$ cat src/rtl/regbank_arb_pkg.sv
// Shared types and defaults for the register-bank arbiter.
//   state_t : sequencer states (IDLE -> ACCESS -> DONE -> IDLE)
//   DEF_AW  : default register address width
//   DEF_DW  : default register data width
package regbank_arb_pkg;

  typedef enum logic [1:0] {
    IDLE   = 2'd0,
    ACCESS = 2'd1,
    DONE   = 2'd2
  } state_t;

  localparam int DEF_AW = 3;
  localparam int DEF_DW = 4;

endpackage

$ cat src/rtl/regbank_arbiter_rr_pick.sv
// Combinational round-robin picker.
//   req   : request vector, one bit per requester
//   ptr   : index with highest priority this round
//   valid : at least one request is set
//   idx   : first set request found scanning ptr, ptr+1, ... modulo NREQ
module rr_pick #(
  parameter int NREQ = 3,
  parameter int IW   = $clog2(NREQ)
) (
  input  logic [NREQ-1:0] req,
  input  logic [IW-1:0]   ptr,
  output logic            valid,
  output logic [IW-1:0]   idx
);

  // One extra bit so ptr+k never overflows before the explicit wrap,
  // which keeps non-power-of-2 NREQ correct.
  logic [IW:0] pos;

  // Scan from the far end toward ptr so the candidate closest to ptr
  // is written last and wins.
  always_comb begin
    valid = 1'b0;
    idx   = '0;
    pos   = '0;
    for (int k = NREQ - 1; k >= 0; k--) begin
      pos = {1'b0, ptr} + (IW + 1)'(k);
      if (pos >= (IW + 1)'(NREQ)) begin
        pos = pos - (IW + 1)'(NREQ);
      end
      if (req[pos[IW-1:0]]) begin
        valid = 1'b1;
        idx   = pos[IW-1:0];
      end
    end
  end

endmodule

$ cat src/rtl/regbank_arbiter.sv
// Round-robin arbiter/sequencer sharing one register bank among NREQ
// requesters. Each transaction runs IDLE -> ACCESS -> DONE.
//   clk, rst            : clock, asynchronous active-low reset
//   req, op_wr          : per-requester request level and op (1 = write)
//   addr_a/addr_b/wdata : per-requester operand slices
//   gnt, done, busy     : grant (ACCESS+DONE), done pulse (DONE), busy
//   rdata_a, rdata_b    : read data captured at end of ACCESS, then held
//   bank_*              : register bank address/data/write-enable pins
module regbank_arbiter
  import regbank_arb_pkg::*;
#(
  parameter int NREQ = 3,
  parameter int AW   = DEF_AW,
  parameter int DW   = DEF_DW
) (
  input  logic             clk,
  input  logic             rst,
  input  logic [NREQ-1:0]  req,
  input  logic [NREQ-1:0]  op_wr,
  input  logic [NREQ*AW-1:0] addr_a,
  input  logic [NREQ*AW-1:0] addr_b,
  input  logic [NREQ*DW-1:0] wdata,
  output logic [NREQ-1:0]  gnt,
  output logic [NREQ-1:0]  done,
  output logic [DW-1:0]    rdata_a,
  output logic [DW-1:0]    rdata_b,
  output logic             busy,
  output logic [AW-1:0]    bank_addrRa,
  output logic [AW-1:0]    bank_addrRb,
  output logic [AW-1:0]    bank_addrW,
  output logic [DW-1:0]    bank_datW,
  output logic             bank_RegWrite,
  input  logic [DW-1:0]    bank_datOutRa,
  input  logic [DW-1:0]    bank_datOutRb
);

  localparam int IW = $clog2(NREQ);

  state_t          state, state_nxt;
  logic [IW-1:0]   ptr;
  logic            pick_valid;
  logic [IW-1:0]   pick_idx;

  logic [IW-1:0]   idx_p0;
  logic            wr_p0;
  logic [AW-1:0]   addr_a_p0;
  logic [AW-1:0]   addr_b_p0;
  logic [DW-1:0]   wdata_p0;
  logic [DW-1:0]   rdata_a_p1;
  logic [DW-1:0]   rdata_b_p1;
  logic [NREQ-1:0] sel;

  rr_pick #(.NREQ(NREQ), .IW(IW)) u_pick (
    .req   (req),
    .ptr   (ptr),
    .valid (pick_valid),
    .idx   (pick_idx)
  );

  always_comb begin
    state_nxt = state;
    unique case (state)
      IDLE:    if (pick_valid) state_nxt = ACCESS;
      ACCESS:  state_nxt = DONE;
      DONE:    state_nxt = IDLE;
      default: state_nxt = IDLE;
    endcase
  end

  // Stage p0: arbitration result and operands latched in IDLE.
  // Stage p1: bank read data captured at the end of a read ACCESS.
  always_ff @(posedge clk or negedge rst) begin
    if (!rst) begin
      state      <= IDLE;
      ptr        <= '0;
      idx_p0     <= '0;
      wr_p0      <= 1'b0;
      addr_a_p0  <= '0;
      addr_b_p0  <= '0;
      wdata_p0   <= '0;
      rdata_a_p1 <= '0;
      rdata_b_p1 <= '0;
    end else begin
      state <= state_nxt;
      unique case (state)
        IDLE: begin
          if (pick_valid) begin
            idx_p0    <= pick_idx;
            wr_p0     <= op_wr[pick_idx];
            addr_a_p0 <= addr_a[pick_idx*AW +: AW];
            addr_b_p0 <= addr_b[pick_idx*AW +: AW];
            wdata_p0  <= wdata[pick_idx*DW +: DW];
          end
        end
        ACCESS: begin
          if (!wr_p0) begin
            rdata_a_p1 <= bank_datOutRa;
            rdata_b_p1 <= bank_datOutRb;
          end
        end
        DONE: begin
          ptr <= (idx_p0 == IW'(NREQ - 1)) ? '0 : idx_p0 + 1'b1;
        end
        default: ;
      endcase
    end
  end

  always_comb begin
    sel         = '0;
    sel[idx_p0] = 1'b1;
  end

  assign busy          = (state != IDLE);
  assign gnt           = busy ? sel : '0;
  assign done          = (state == DONE) ? sel : '0;
  assign bank_RegWrite = (state == ACCESS) && wr_p0;
  assign bank_addrRa   = addr_a_p0;
  assign bank_addrW    = addr_a_p0;
  assign bank_addrRb   = addr_b_p0;
  assign bank_datW     = wdata_p0;
  assign rdata_a       = rdata_a_p1;
  assign rdata_b       = rdata_b_p1;

endmodule

$ cat config.mk
export PLATFORM = sky130hd
export DESIGN_NAME = regbank_arbiter
export DESIGN_NICKNAME = d
export VERILOG_FILES = /design/src/rtl/regbank_arb_pkg.sv /design/src/rtl/regbank_arbiter_rr_pick.sv /design/src/rtl/regbank_arbiter.sv
export SDC_FILE = /design/constraint.sdc
export NUM_CORES = 1
export LEC_CHECK = 0
export CAP_MARGIN = 20
export CORE_UTILIZATION = 40
export DETAILED_ROUTE_END_ITERATION = 12
export HOLD_SLACK_MARGIN = 0.02
export PLACE_DENSITY = 0.79
export SYNTH_ARGS = -nofsm -noshare
export SYNTH_HDL_FRONTEND = slang
export SYNTH_SLANG_ARGS = --single-unit
$ cat constraint.sdc
create_clock -name clk -period 3.5 [get_ports clk]
set_clock_uncertainty 0.15 [all_clocks]
set_input_delay 0.7 -clock clk [delete_from_list [all_inputs] [get_ports clk]]
set_output_delay 0.7 -clock clk [all_outputs]
set_load 0.03 [all_outputs]
Yosys cells after proc, flatten, opt, wreduce, memory -nomap -nowiden
Cells that the tools add are included.
{"block": "classes", "n_mul": 1, "add_sub_neg": 6, "n_eq_ne": 4, "reduce_logical": 6, "shift": 3, "bitwise_logic": 1, "mux": 24, "n_lt_le_gt_ge": 9}
{"operator": "9-bit by 5-bit indexed part select with 3-bit output", "n": 2}
{"operator": "2-bit two-way mux", "n": 8}
{"operator": "2-bit by 3-bit less-than comparator with 1-bit output (second input constant)", "n": 5}
{"operator": "12-bit by 5-bit indexed part select with 4-bit output", "n": 1}
{"operator": "1-bit binary-select mux with 2-bit select", "n": 4}
{"operator": "1-bit two-way mux", "n": 8}
{"operator": "3-bit by 2-bit greater-or-equal comparator with 1-bit output (second input constant)", "n": 2}
{"operator": "3-bit two-way mux", "n": 2}
{"operator": "2-bit subtractor (second input constant)", "n": 3}
{"operator": "2-bit == test (second input constant)", "n": 2}
{"operator": "2-bit by 2-bit multiplier with 4-bit output (second input constant)", "n": 1}
{"operator": "2-bit case mux with 2 select lines", "n": 1}
{"operator": "2-bit AND reduction", "n": 2}
{"operator": "2-bit by 1-bit adder with 3-bit output (second input constant)", "n": 1}
{"operator": "2-bit by 2-bit adder with 3-bit output (second input constant)", "n": 1}
{"operator": "2-bit by 1-bit adder with 2-bit output (second input constant)", "n": 1}
{"operator": "1-bit demux with 2-bit select", "n": 1}
{"operator": "2-bit by 1-bit == test with 1-bit output (second input constant)", "n": 1}
{"operator": "2-bit by 1-bit greater-or-equal comparator with 1-bit output (second input constant)", "n": 1}
{"operator": "2-bit greater-or-equal comparator (second input constant)", "n": 1}
{"operator": "1-bit logical AND", "n": 2}
{"operator": "2-bit zero test", "n": 1}
{"operator": "2-bit != test (second input constant)", "n": 1}
{"operator": "2-bit nonzero test", "n": 1}
{"operator": "1-bit inverter", "n": 1}
{"block": "totals", "reg_bits": 25, "out_inout_bits": 29}

Longest topological paths before layout
Gate-level depths: netlist of the first run.
{"block": "depth", "ltp_word": 10, "ltp_mapped": 10, "mapped_depth_nobuf": 8}

Hierarchy
Synthesis of the first run repeated with hierarchy kept, for this count alone.
{"block": "unflattened", "cells_unflattened": 144, "area_unflattened_um2": 1482.7}
{"module": "regbank_arbiter", "cells_per_inst": 117, "n_inst": 1, "area_each_um2": 1291.2}
{"module": "rr_pick", "cells_per_inst": 27, "n_inst": 1, "area_each_um2": 191.4}

Worst setup path before layout of the first run
OpenSTA, ideal clock, no wires.
{"block": "synth_path", "path_kind": "register -> register", "startpoint": "reg ptr[1]", "endpoint": "reg addr_a_p0[2] (netlist: bank_addrRa[2])", "setup_ns": 0.129, "period_less_slack_ns": 2.488, "path_buffers": 2, "stages_incl_launch_ff": 10, "path_slack_ns": 1.012, "arrival_time_ns": 2.208, "cell_sequence": "dfrtp_1 inv_1 ha_1 buf_6 mux2_4 a222oi_1 a211o_2 buf_6 mux2i_1 o211ai_2"}
{"block": "synth_via", "elab_chain_cells": 10, "elab_cells_between_ends": 26, "cone_classes": "add/sub (5); mul (1); order compare (3); shift (1); mux (15); reduce/logical (1)"}
{"element": "from (decl)", "line_no": "regbank_arbiter.sv:40", "text": "logic [IW-1:0] ptr;"}
{"element": "from (signal assigned)", "line_no": "regbank_arbiter.sv:102", "text": "ptr <= (idx_p0 == IW'(NREQ - 1)) ? '0 : idx_p0 + 1'b1;"}
{"element": "2-bit by 2-bit adder with 3-bit output", "line_no": "regbank_arbiter_rr_pick.sv:27", "text": "pos = {1'b0, ptr} + (IW + 1)'(k);"}
{"element": "3-bit by 2-bit greater-or-equal comparator with 1-bit output or 2-bit subtractor (tied branches)", "line_no": "regbank_arbiter_rr_pick.sv:28, regbank_arbiter_rr_pick.sv:29"}
{"element": "2-bit two-way mux", "line_no": "regbank_arbiter_rr_pick.sv:28", "text": "if (pos >= (IW + 1)'(NREQ)) begin"}
{"element": "1-bit binary-select mux with 2-bit select", "line_no": "regbank_arbiter_rr_pick.sv:31", "text": "if (req[pos[IW-1:0]]) begin"}
{"element": "1-bit two-way mux (implied by the code)", "line_no": "regbank_arbiter_rr_pick.sv:31"}
{"element": "2-bit two-way mux (3 in series)", "line_no": "regbank_arbiter_rr_pick.sv:31"}
{"element": "2-bit by 2-bit multiplier with 4-bit output", "line_no": "regbank_arbiter.sv:90", "text": "addr_a_p0 <= addr_a[pick_idx*AW +: AW];"}
{"element": "9-bit by 5-bit indexed part select with 3-bit output", "line_no": "regbank_arbiter.sv:90"}
{"element": "to (signal assigned)", "line_no": "regbank_arbiter.sv:90"}
{"element": "to (decl)", "line_no": "regbank_arbiter.sv:46", "text": "logic [AW-1:0] addr_a_p0;"}
Parallel ways exist; a longest one is shown, timed or not. The select of a mux whose other input is x is not followed.
A chain may end at the register's enable or synchronous reset.

Final worst setup path of the first run
{"block": "layout_path", "startpoint": "in req[1]", "endpoint": "reg addr_a_p0[0] (netlist: bank_addrRa[0])"}
{"block": "layout_via", "elab_chain_cells": 7, "elab_cells_between_ends": 15, "cone_classes": "mul (1); shift (1); mux (12); reduce/logical (1)"}
{"element": "from (decl)", "line_no": "regbank_arbiter.sv:18", "text": "input logic [NREQ-1:0] req,"}
{"element": "1-bit binary-select mux with 2-bit select", "line_no": "regbank_arbiter_rr_pick.sv:31"}
{"element": "1-bit two-way mux (implied by the code)", "line_no": "regbank_arbiter_rr_pick.sv:31"}
{"element": "2-bit two-way mux (3 in series)", "line_no": "regbank_arbiter_rr_pick.sv:31"}
{"element": "2-bit by 2-bit multiplier with 4-bit output", "line_no": "regbank_arbiter.sv:90"}
{"element": "9-bit by 5-bit indexed part select with 3-bit output", "line_no": "regbank_arbiter.sv:90"}
Parallel ways exist; a longest one is shown, timed or not. The select of a mux whose other input is x is not followed.

==> metrics.csv, run 1 <==
stage;metric;value;unit
status;outcome;completed;
clock_network;H-Tree Depth;1;
cells_and_area;P&R area growth vs syn;49.9;%
sta;Slew Limit Headroom;29.7;%
cells_and_area;n_diodes;0;
synthesis;net count after synthesis;200;
setup_path;Setup crit end kind;flop;
synthesis;EDFF count, synth;0;
drt;First DRT Iteration DRCs;72;
synthesis;cell taking the most area after synthesis;dfrtp_1;
setup_path;CP Data Arrival Time;3110;ps
global_route;GRT Total Usage;19.0;%
run;MaxCap Viol Count;0;
sta;Setup Viol. Count Final;0;
cells_and_area;filler instances;325;
synthesis;Post-Syn Area;1540;um2
min_path;HP Class;reg2reg;
synthesis;Synth cell types;39;
cells_and_area;commonest non-fill, non-tap cell in the layout;clkdlybuf4s50_1;
synthesis;number of synthesized register bits;25;
global_route;initial antenna violation count;0;
setup_path;path type of the worst setup path;in2reg;
clock_network;Post-CTS Setup Bufs;0;
setup_path;r2r startpoint;ptr[1]$_DFFE_PN0P_;
placed_design;post-DP HPWL;2760;um
sta;final hold vios;0;
sta;worst-margin pin slew;1050;ps
drt;Post-DRT Antenna Nets;0;
cells_and_area;Final #Nets;270;
global_route;first-pass GRT wire length;6120;um
setup_path;Critical Path RT;3500;ps
sta;Hold Slack;333;ps
synthesis;Post-synth ARST share;100;%
cells_and_area;footprint of the multi-input gates;783;um2
clock_network;hold buffer count at cts;0;
global_route;vias in the first global route;1343;
clock_network;worst skew pair latency;260;ps
drt;Post-route DRC;0;
synthesis;Post-synth top flop;dfrtp_1;
setup_path;CP Max Fanout;11;
drt;DR WL/cell;13.4;um
synthesis;sequential area share after synthesis;40.6;%
placed_design;Post-DP Area;2260;um2
clock_network;CTS sink cnt;25;
floorplan;DIE WIDTH;64.1;um
drt;First-pass DRT Iterations;5;
floorplan;num rows;22;
cells_and_area;layout cells sized above 1;13.6;%
clock_network;post-CTS sizing;0;
setup_path;critical-path cell list;clkdlybuf4s50_1 > mux2_4 > a222oi_1 > a21oi_1 > a221oi_1 > o21ai_1;
setup_path;Worst Setup SP;req[1];
sta;RSZ-0062 raised after global routing;false;
clock_network;TritonCTS clock tree;yes;
floorplan;Core ar.;3690;um2
floorplan;Initial Utilization;41.8;%
clock_network;TritonCTS Buffers;3;
global_route;pin count of the biggest net entering global routing;26;
sta;Achievable Freq;322;MHz
drt;via count;1375;
cells_and_area;Finished Core Util;62.7;%
power;power density over the cells;988;nW/um2
placed_design;gpl congestion;0.736;
floorplan;DIE HEIGHT;64.1;um
synthesis;Yosys warnings;0;
clock_network;Max clock buf depth;2;
cells_and_area;most frequent cells in the layout;74 x clkdlybuf4s50_1, 25 x dfrtp_1, 16 x nand2_1;
clock_network;Reg clk slew, reported paths;90;ps
power;Leak Pwr;0.953;nW
setup_path;Worst Setup Start Kind;input pin;
drt;Routed WL;3590;um
placed_design;dpl cells;264;
sta;crit path time final;3100;ps
synthesis;mean post-synth cell area;10.2;um2
cells_and_area;Seq. cell area;626;um2
floorplan;Die ar.;4110;um2
min_path;worst min-delay path startpoint;state[1]$_DFFE_PN0P_;
drt;vias per cell;5.13;
clock_network;Root Buffer;clkbuf_8;
sta;Final Cycle Share;88.7;%
global_route;total grt overflow;0;
sta;setup TNS;0;ps
setup_path;crit-path max cell delay;670;ps
cells_and_area;post-route cell area;2310;um2
synthesis;Post-Syn Instances;151;
floorplan;num ports;75;
setup_path;slowest stage cell, crit path;a222oi_1;
sta;Final Max Slew Viols;0;
power;maximum vdd drop;0.000530;V
cells_and_area;Post-Layout Cell Count;268;
synthesis;Synth area leaders;dfrtp_1 41%, mux2_2 5.8%, nor3b_1 4.4%;
synthesis;top cell type's share of synthesized area;40.6;%
placed_design;# port buffers;74;
==> power by group <==
part           switching (mW)  internal (mW)
Sequential             0.0947          0.440
Combinational           0.898          0.676
Clock                  0.0931         0.0806
Total                    1.09           1.20
==> synth_stat cells, types with 2 or more instances <==
master / number
a21oi_1: 2
dfrtp_1: 25
inv_1: 7
buf_6: 5
nor3_1: 2
o21ai_0: 7
mux2i_1: 5
o21a_1: 2
a21o_1: 3
o211ai_2: 4
ha_1: 3
nor2_1: 5
nand2_1: 16
o21ai_1: 8
nor3b_1: 9
a221oi_1: 7
nor2b_1: 2
buf_4: 5
nand2b_1: 4
mux2_2: 8
nand3_2: 4
==> sequential cells by signal, indices dropped and copies added, names as in the netlist <==
register / flops
rdata_b: 4
state: 2
idx_p0: 2
ptr: 2
rdata_a: 4
bank_addrRa: 3
bank_addrRb: 3
wr_p0: 1
bank_datW: 4
==> path summary, 6_finish.rpt <==
path	endpoint	slack (ps)	depth (start not counted)
max reg2reg	bank_addrRa[0]$_DFFE_PN0P_	490	7
min	state[1]$_DFFE_PN0P_	330	1
max	bank_addrRa[0]$_DFFE_PN0P_	400	6
max in group asynchronous	rdata_b[2]$_DFFE_PN0P_	2310	2
min reg2reg	state[1]$_DFFE_PN0P_	330	1
min in group asynchronous	ptr[1]$_DFFE_PN0P_	650	2
==> per-stage QoR <==
| stage | power (mW) | worst slack [ps] |
|---|---|---|
| after floorplan | 1.69 | 1010 |
| after global placement | 2.10 | 205 |
| after detailed placement | 2.13 | 99.5 |
| after CTS | 2.30 | 383 |
| after global routing | 2.46 | 247 |
| final | 2.28 | 396 |
==> critical path: cells and delay by family <==
family          cells  cell delay [ps]
mux                 1              290
compound gates      4             1620
buf+inv             1              490
==> cells by family (layout without fill, tap and decap cells) <==
kind of cell | after synthesis | count (layout) | share of synthesized area, %
multiplexers | 15 | 15 | 10.8
flip-flops | 25 | 25 | 40.6
AO/OA/AOI/OAI | 42 | 42 | 20.5
adder cells (fa/ha/maj) | 3 | 3 | 2.44
AND/OR/NAND/NOR | 46 | 46 | 17.0
buffers and inverters | 20 | 89 | 8.60
==> layer usage <==
layer	vias up	share of wire [%]	wire length, um	global-route usage [%]
met2	46	48	1730	32.2
met5	-	0	0	0
met3	2	5.2	185	3.75
met1	643	46	1660	24.7
li1	684	-	-	-
met4	0	0.36	13	4.83
==> layout make-up <==
class	instances	area share [%]
clock buffer	3	1.79
inverter	8	1.30
multi-input combinational	106	33.9
sequential	25	27.1
tap	48	2.60
clock inverter	1	0.325
timing repair buffer	77	33.0
(Power assumes the default switching activity.)
==> inputs of run 2 (changes only) <==
--- a/config.mk
+++ b/config.mk
@@ -10,6 +10,7 @@
 export DETAILED_ROUTE_END_ITERATION = 12
 export HOLD_SLACK_MARGIN = 0.02
 export PLACE_DENSITY = 0.79
+export SLEW_MARGIN = 0
 export SYNTH_ARGS = -nofsm -noshare
 export SYNTH_HDL_FRONTEND = slang
 export SYNTH_SLANG_ARGS = --single-unit
==> results of run 2 <==
Same layout as run 1: the final DEF is identical, and so are final timing and power.
